### src/rtl/bcd_to_binary_seq.sv
// rtl/bcd_to_binary_seq.sv - sequential reverse double-dabble BCD to binary converter
// Define BCD_SIGN_EN to add sign_in and a two's complement BIN_W+1 bit result.
module bcd_to_binary_seq #(
  parameter int DIGITS = 3,
  parameter int BIN_W  = 10
) (
  input  logic                clk,
  input  logic                rst_n,
  input  logic                start,
  input  logic [4*DIGITS-1:0] bcd_in,
`ifdef BCD_SIGN_EN
  input  logic                sign_in,
  output logic [BIN_W:0]      bin_out,
`else
  output logic [BIN_W-1:0]    bin_out,
`endif
  output logic                ready,
  output logic                done,
  output logic                err
);

  localparam int BCD_W = 4 * DIGITS;
  localparam int CNT_W = $clog2(BIN_W + 1);
`ifdef BCD_SIGN_EN
  localparam int OUT_W = BIN_W + 1;
`else
  localparam int OUT_W = BIN_W;
`endif

  typedef enum logic [1:0] {S_IDLE, S_SHIFT, S_DONE} state_t;

  state_t               state_q;
  logic [BCD_W-1:0]     bcd_q;
  logic [BCD_W-1:0]     bcd_d;
  logic [BIN_W-1:0]     bin_q;
  logic [BIN_W-1:0]     bin_d;
  logic [CNT_W-1:0]     cnt_q;
  logic [OUT_W-1:0]     bin_out_q;
  logic [OUT_W-1:0]     result_d;
  logic [BCD_W+BIN_W-1:0] shifted;
  logic                 ready_q;
  logic                 done_q;
  logic                 err_q;
  logic                 in_bad;
`ifdef BCD_SIGN_EN
  logic                 sign_q;
`endif

  always_comb begin
    in_bad = 1'b0;
    for (int i = 0; i < DIGITS; i++) begin
      if (bcd_in[4*i +: 4] > 4'd9) in_bad = 1'b1;
    end
  end

  // One reverse double-dabble step: shift right, then pull any digit >= 8 back by 3.
  always_comb begin
    shifted = {bcd_q, bin_q} >> 1;
    bin_d   = shifted[BIN_W-1:0];
    bcd_d   = shifted[BIN_W +: BCD_W];
    for (int i = 0; i < DIGITS; i++) begin
      if (bcd_d[4*i +: 4] >= 4'd8) bcd_d[4*i +: 4] = bcd_d[4*i +: 4] - 4'd3;
    end
  end

`ifdef BCD_SIGN_EN
  assign result_d = sign_q ? -{1'b0, bin_d} : {1'b0, bin_d};
`else
  assign result_d = bin_d;
`endif

  always_ff @(posedge clk) begin
    if (!rst_n) begin
      state_q   <= S_IDLE;
      bcd_q     <= '0;
      bin_q     <= '0;
      cnt_q     <= '0;
      bin_out_q <= '0;
      ready_q   <= 1'b1;
      done_q    <= 1'b0;
      err_q     <= 1'b0;
`ifdef BCD_SIGN_EN
      sign_q    <= 1'b0;
`endif
    end else begin
      case (state_q)
        S_IDLE: begin
          if (start) begin
            ready_q <= 1'b0;
            if (in_bad) begin
              state_q   <= S_DONE;
              done_q    <= 1'b1;
              err_q     <= 1'b1;
              bin_out_q <= '0;
            end else begin
              state_q <= S_SHIFT;
              bcd_q   <= bcd_in;
              bin_q   <= '0;
              cnt_q   <= '0;
`ifdef BCD_SIGN_EN
              sign_q  <= sign_in;
`endif
            end
          end
        end
        S_SHIFT: begin
          bcd_q <= bcd_d;
          bin_q <= bin_d;
          cnt_q <= cnt_q + CNT_W'(1);
          // Previous result stays visible until this edge replaces it.
          if (cnt_q == CNT_W'(BIN_W - 1)) begin
            state_q   <= S_DONE;
            done_q    <= 1'b1;
            err_q     <= 1'b0;
            bin_out_q <= result_d;
          end
        end
        S_DONE: begin
          state_q <= S_IDLE;
          done_q  <= 1'b0;
          ready_q <= 1'b1;
        end
        default: state_q <= S_IDLE;
      endcase
    end
  end

  assign ready   = ready_q;
  assign done    = done_q;
  assign err     = err_q;
  assign bin_out = bin_out_q;

endmodule
### config.mk
export PLATFORM = sky130hd
export DESIGN_NAME = bcd_to_binary_seq
export DESIGN_NICKNAME = d
export VERILOG_FILES = /design/src/rtl/bcd_to_binary_seq.sv
export SDC_FILE = /design/constraint.sdc
export NUM_CORES = 1
export LEC_CHECK = 0
export CORE_MARGIN = 3
export CORE_UTILIZATION = 35
export CTS_BUF_LIST = sky130_fd_sc_hd__clkbuf_8
export DETAILED_ROUTE_END_ITERATION = 12
export GPL_TIMING_DRIVEN = 1
export HOLD_SLACK_MARGIN = 0.08
export PLACE_DENSITY_LB_ADDON = 0.1
export SETUP_SLACK_MARGIN = 0.05
export SLEW_MARGIN = 10
export SYNTH_ARGS = -nofsm -noshare
export SYNTH_HDL_FRONTEND = slang
export SYNTH_SLANG_ARGS = --single-unit
### constraint.sdc
create_clock -name clk -period 4.5 [get_ports clk]
set_input_delay 0.9 -clock clk [delete_from_list [all_inputs] [get_ports clk]]
set_output_delay 0.9 -clock clk [all_outputs]
set_load 0.02 [all_outputs]
==> impl_metrics.tcl <==
set metrics [dict create \
    status "finished, final reports clean" \
    fillerInstances 581 \
    cp.required_ns 4.74 \
    yosysWarnings 0 \
    finClkSkew_ns 0.0110 \
    die_h_um 82.0 \
    numPortBuffers 27 \
    clk_pin_slew_ns 0.08 \
    relSlewSlack_pct 44.1 \
    post_dp_cell_area_um2 2320 \
    drive_gt1_share_pct 7.82 \
    grt_max_degree 40 \
    rsz0062_at_grt "no" \
    instances_no_fill 315 \
    first_pass_iters 4 \
    met2_length_mm 2.13 \
    core-area_um2 5540 \
    grt_pass1_vias 1548 \
    dpl.hpwl_mm 3.23 \
    clkSinkCount 40 \
    start_util_pct 36.4 \
    cts-root-buf "clkbuf_8" \
    cp-start-kind "input pin" \
    cp.arrival_ns 2.81 \
    wl_met3_um 126 \
    antenna_cells 0 \
    powerDensity_nw_per_um2 335 \
    htree_levels 2 \
    synthToLayoutAreaGrowth_pct 20.9 \
    syn_area_um2 2020 \
    cp_max_fo 23 \
    regArea_um2 801 \
    yosys_register_bits 40 \
    fin_util_pct 44.1 \
    die_w_um 82.0 \
    cts_made_buffers 5 \
    design_area_um2 2440 \
    ys_seq_area_share_pct 39.7 \
    synth_flop_cell "dfxtp_1" \
    grt_first_pass_wirelength_mm 7.78 \
    synth_cells 220 \
    post-cts-setup-buffers 0 \
    detail-route-antenna-nets 0 \
    p_leak_nw 0.855 \
    cts_tree "built" \
    clock_latency_ns 0.29 \
    worst_pin_slew_ns 0.836 \
    maxUsedRoutingLayer "met4" \
    cts.repair.resized 0 \
    hold_buffers 0 \
    finalSetupViolCount 0 \
    synth_cell_types 44 \
    hold_class "flip-flop to flip-flop" \
    gp_routability_congestion 0.763 \
    finalHoldViolCount 0 \
    drtIter0Drc 77 \
    ir_worst_vdd_uv 203 \
    grt_overflow_total 0 \
    min_period_ns 2.57 \
    max_freq_mhz 389 \
    wl_mm 4.65 \
    async_flop_share_pct 0 \
    clk_path_buf_depth 2 \
    fin_crit_sh_pct 57.2 \
    antenna_found_initial 0 \
    synth_area_leaders "dfxtp_1 (40%), ha_1 (5.6%), mux2i_1 (4.5%), a22o_1 (4.3%), nand3_1 (4.2%)" \
    vias_per_cell 5.21 \
    ios 28 \
    syn_nets 244 \
    design.die.area_um2 6720 \
    vias 1641 \
    drcViolationCount 0 \
    nets 266 \
    synth_top_area_cell "dfxtp_1" \
    syn_avg_cell_area_um2 9.18 \
    num_rows 27 \
    maxCapViolCount 0 \
    worst-setup-path-type "input pin to flip-flop" \
    wire_per_inst_um 14.8 \
    end_kind "flip-flop" \
    maxSlewViolCount 0 \
    grt.total_usage_pct 15.2 \
    synth_edf_count 0 \
    multiInputGateArea_um2 1110 \
    synth_top_area_share_pct 39.7 \
    placedCellCount 307 \
    wl_met1_mm 2.36 \
    setup_tns_ns 0 \
]
-- area by class of cell --
class | instances | area share [%]
inverters | 9 | 1.38
multi-input cells | 157 | 45.7
clock inverters | 3 | 1.95
repair buffers | 29 | 11.7
flip-flops and latches | 40 | 32.8
clock buffers | 5 | 2.82
well taps | 72 | 3.69
-- worst paths after layout --
check | startpoint | to | slack (ns) | cells after the start
worst min-delay path | bcd_q[11] | bcd_q[11] | 0.46 | 2
worst max register to register | state_q[0] | bcd_q[10] | 2.24 | 6
worst max-delay path | rst_n | bin_out[1] | 1.93 | 5
worst min register to register | bcd_q[11] | bcd_q[11] | 0.46 | 2
-- registers in the layout, indices dropped and copies added, names as in the netlist --
| register | flops |
|---|---|
| bin_out | 10 |
| bcd_q | 12 |
| err | 1 |
| cnt_q | 4 |
| bin_q | 9 |
| done | 1 |
| ready | 1 |
| state_q | 2 |
-- critical path, stage by stage --
cell             delay [ns]
clkdlybuf4s50_1        1.02
inv_1                  0.13
nor2_1                 0.14
and3_1                 0.41
a22o_1                 0.21
-- kinds of logic after synthesis --
| kind of cell | after synthesis | share of synthesized area, % |
|---|---|---|
| XOR/XNOR | 4 | 1.73 |
| adder cells (fa/ha/maj) | 9 | 5.58 |
| AND/OR/NAND/NOR | 67 | 17.7 |
| flip-flops | 40 | 39.7 |
| buffers and inverters | 23 | 5.14 |
| AO/OA/AOI/OAI | 66 | 24.6 |
| multiplexers | 11 | 5.58 |
-- metrics by stage --
step           hold WS [ns]  power, mW  worst slack, ns
2_1_floorplan         0.428      0.479             2.26
3_3_place_gp          0.444      0.526             1.64
3_5_place_dp          0.442      0.525             1.61
4_1_cts               0.454      0.824             1.93
5_1_grt               0.501      0.859             1.78
6_report              0.455      0.817             1.93
-- cell usage in the layout (no fill, tap or decap), types with 3 or more instances in the layout --
cell             netlist  final
dfxtp_1               40     40
clkdlybuf4s50_1        0     27
nand2_1               18     18
nand3_1               17     17
o21ai_0               12     12
a21oi_1               12     12
a22o_1                10     10
inv_1                  9      9
mux2i_1                9      9
ha_1                   9      9
nor2_1                 7      7
nor2b_1                6      6
a211oi_1               5      5
clkbuf_8               0      5
nand2b_1               4      4
nor3_1                 4      4
o31ai_1                4      4
xnor2_1                4      4
nand4_1                3      3
-- cells in the mapped netlist (3+ instances only) --
cell / instances
nand3_1: 17
xnor2_1: 4
nand4_1: 3
nor2b_1: 6
nor2_1: 7
clkbuf_1: 9
mux2i_1: 9
a22o_1: 10
o31ai_1: 4
inv_1: 9
nand2b_1: 4
dfxtp_1: 40
o21ai_0: 12
a21oi_1: 12
a211oi_1: 5
nand2_1: 18
nor3_1: 4
ha_1: 9
-- report_power, final --
group | switching [mW] | internal (mW) | total [mW]
combinational | 0.0776 | 0.0601 | 0.138
clock | 0.134 | 0.167 | 0.301
sequential | 0.0106 | 0.368 | 0.378
total | 0.222 | 0.595 | 0.817
-- layer usage --
layer  GRT usage [%]  up-vias
li1                -      852
met1            20.7      763
met2            23.3       24
met3            4.06        2
met4            4.32        0
met5               0        -
Note: power is estimated with default switching activity, not from simulation.
==> RTL edit: new RTL, config.mk and constraints unchanged <==
The 3 states of `state_t` get a one-hot encoding in 3 bits.
--- a/src/rtl/bcd_to_binary_seq.sv
+++ b/src/rtl/bcd_to_binary_seq.sv
@@ -29,3 +29,3 @@
 
-  typedef enum logic [1:0] {S_IDLE, S_SHIFT, S_DONE} state_t;
+  typedef enum logic [2:0] {S_IDLE = 3'b001, S_SHIFT = 3'b010, S_DONE = 3'b100} state_t;
 
Behaviour: same outputs for any inputs over 10 cycles, from zero or initial values and one cycle with rst_n low; not proved beyond that.
==> RTL edit against the unedited design <==
Wire length fell by 13%. Count of clock-buffer cells in the layout rose by 1. Cell area fell by 7.3%. Sequential cell count rose by 1. Worst setup slack got worse by 0.18 ns. Worst hold slack improved by 0.0033 ns. Die area fell by 7.8%. Global-route usage fell by 1.2 points. Area after synthesis fell by 8.4%. Clock skew fell by 0.0020 ns. Power fell by 9.5%. Largest cell class unchanged. Highest routed layer unchanged.
==> RTL edit: results (changes against the unedited design) <==
outcome=finished, final reports clean; met2 wire len=1.79 mm (-16%); Compound-Gate Fraction of Synth Area=23.3% (-1.3 points); met3 WL=110 um (-13%); Detailed Route WL=4.03 mm (-13%); VDD IR max=0.000183 V (-10%); vias in the first global route=1,441 (-6.9%); gpl congestion=0.730 (-4.3%); Worst path top cell family by delay=compound AO/OA/AOI/OAI gates; reg2reg path depth=5 (-1); GR Util All Layers=13.9% (-1.2 points); top post-synthesis cells by count=dfxtp_1, nand2_1, nand3_1; DRT met1 WL=2.08 mm (-12%); Hold Crit Start=done; Layout fillers=509 (-12%); 1st-iter DRT viols=61 (-21%); Hold WS=0.459 ns (+0.00334 ns); Synth Net Count=239 (-2.0%); Slowest-stage cell, CP=a31o_1; routed via count=1,549 (-5.6%); dpl cell area=2170 sq um (-6.8%); Worst Clk Skew=0.00899 ns (-0.00200 ns); RR Endpoint=cnt_q[3]; R2R setup slack=2.21 ns (-0.03 ns); Yosys cell types=34 (-23%); Seq/Total Area, Yosys=44.4% (+4.7 points); Mean Syn Cell Area=8.49 sq um (-7.5%); Max stage delay on crit path=0.54 ns (-0.48 ns); Max Clk Rate=0.363 GHz (-6.5%); Design Area, Final=2260 sq um (-7.3%); Synth Area in XOR/XNOR=1.89% (+0.16 points); first-pass GRT wire length=6.85 mm (-12%); vias per inst=5.01 (-3.8%); # placed instances=301 (-2.0%); RR Startpoint=state_q[0]; dpl ws=1.42 ns (-0.190 ns); ANT nets after route=0 (unchanged); Leak=0.770 nW (-9.9%); Crit Path Max Fanout=21 (-8.7%); mux contribution to synthesized area=0% (-5.6 points); largest net degree at the start of global routing=41 (+2.5%); Post-synth ARST share=0% (unchanged); Adder-Cell Fraction of Synth Area=4.06% (-1.5 points); Critical Path AT=2.98 ns (+0.17 ns)
-- RTL edit: cell count changes in the layout (fill, tap and decap cells not counted), moves of 5 or more --
cell	change
nand2_1	+12
a22o_1	-10
o21ai_1	+10
mux2i_1	-9
o211ai_1	+9
a22oi_1	+8
a211oi_1	-5
nand3_1	+5
-- RTL edit: where the power goes --
group          switching [mW]  internal [mW]
Combinational          0.0557         0.0436
Sequential             0.0133          0.376
Clock                   0.126          0.124
Total                   0.195          0.544
-- RTL edit: cell families (layout without fill, tap and decap cells) --
group	after synthesis	count (layout)
and+or+nand+nor	81	81
AOI/OAI and AO/OA	64	64
buffers and inverters	22	46
DFF	41	41
adders and majority gates	6	6
xor gates and xnor gates	4	4
-- RTL edit: worst max-delay path by stage --
stage                     to       from  cells after the start
detailed placement  cnt_q[3]  bcd_in[5]                      6
global placement    cnt_q[3]  bcd_in[5]                      6
CTS                 cnt_q[3]  bcd_in[5]                      6
global route        cnt_q[3]  bcd_in[5]                      6
floorplan           bin_q[5]  bcd_in[1]                      7
finish              cnt_q[3]  bcd_in[5]                      6
-- RTL edit: cell type report --
type                       count  area share [%]
clock buffer                   6            3.65
timing repair buffer          30            12.9
multi-input combinational    155            41.5
sequential                    41            36.3
tap                           67            3.71
clock inverter                 2           0.608
inverter                       8            1.33
-- RTL edit: per-layer routing --
layer  vias to the layer above  track usage [%]
li1                        815                -
met1                       707             19.0
met2                        20             21.6
met3                         7             3.29
met4                         0             4.72
met5                         -                0
-- RTL edit: tightest hold or removal path, cell delays in order (launching register included) --
cell	delay [ns]
dfxtp_1	0.32
inv_1	0.05
a21oi_1	0.05
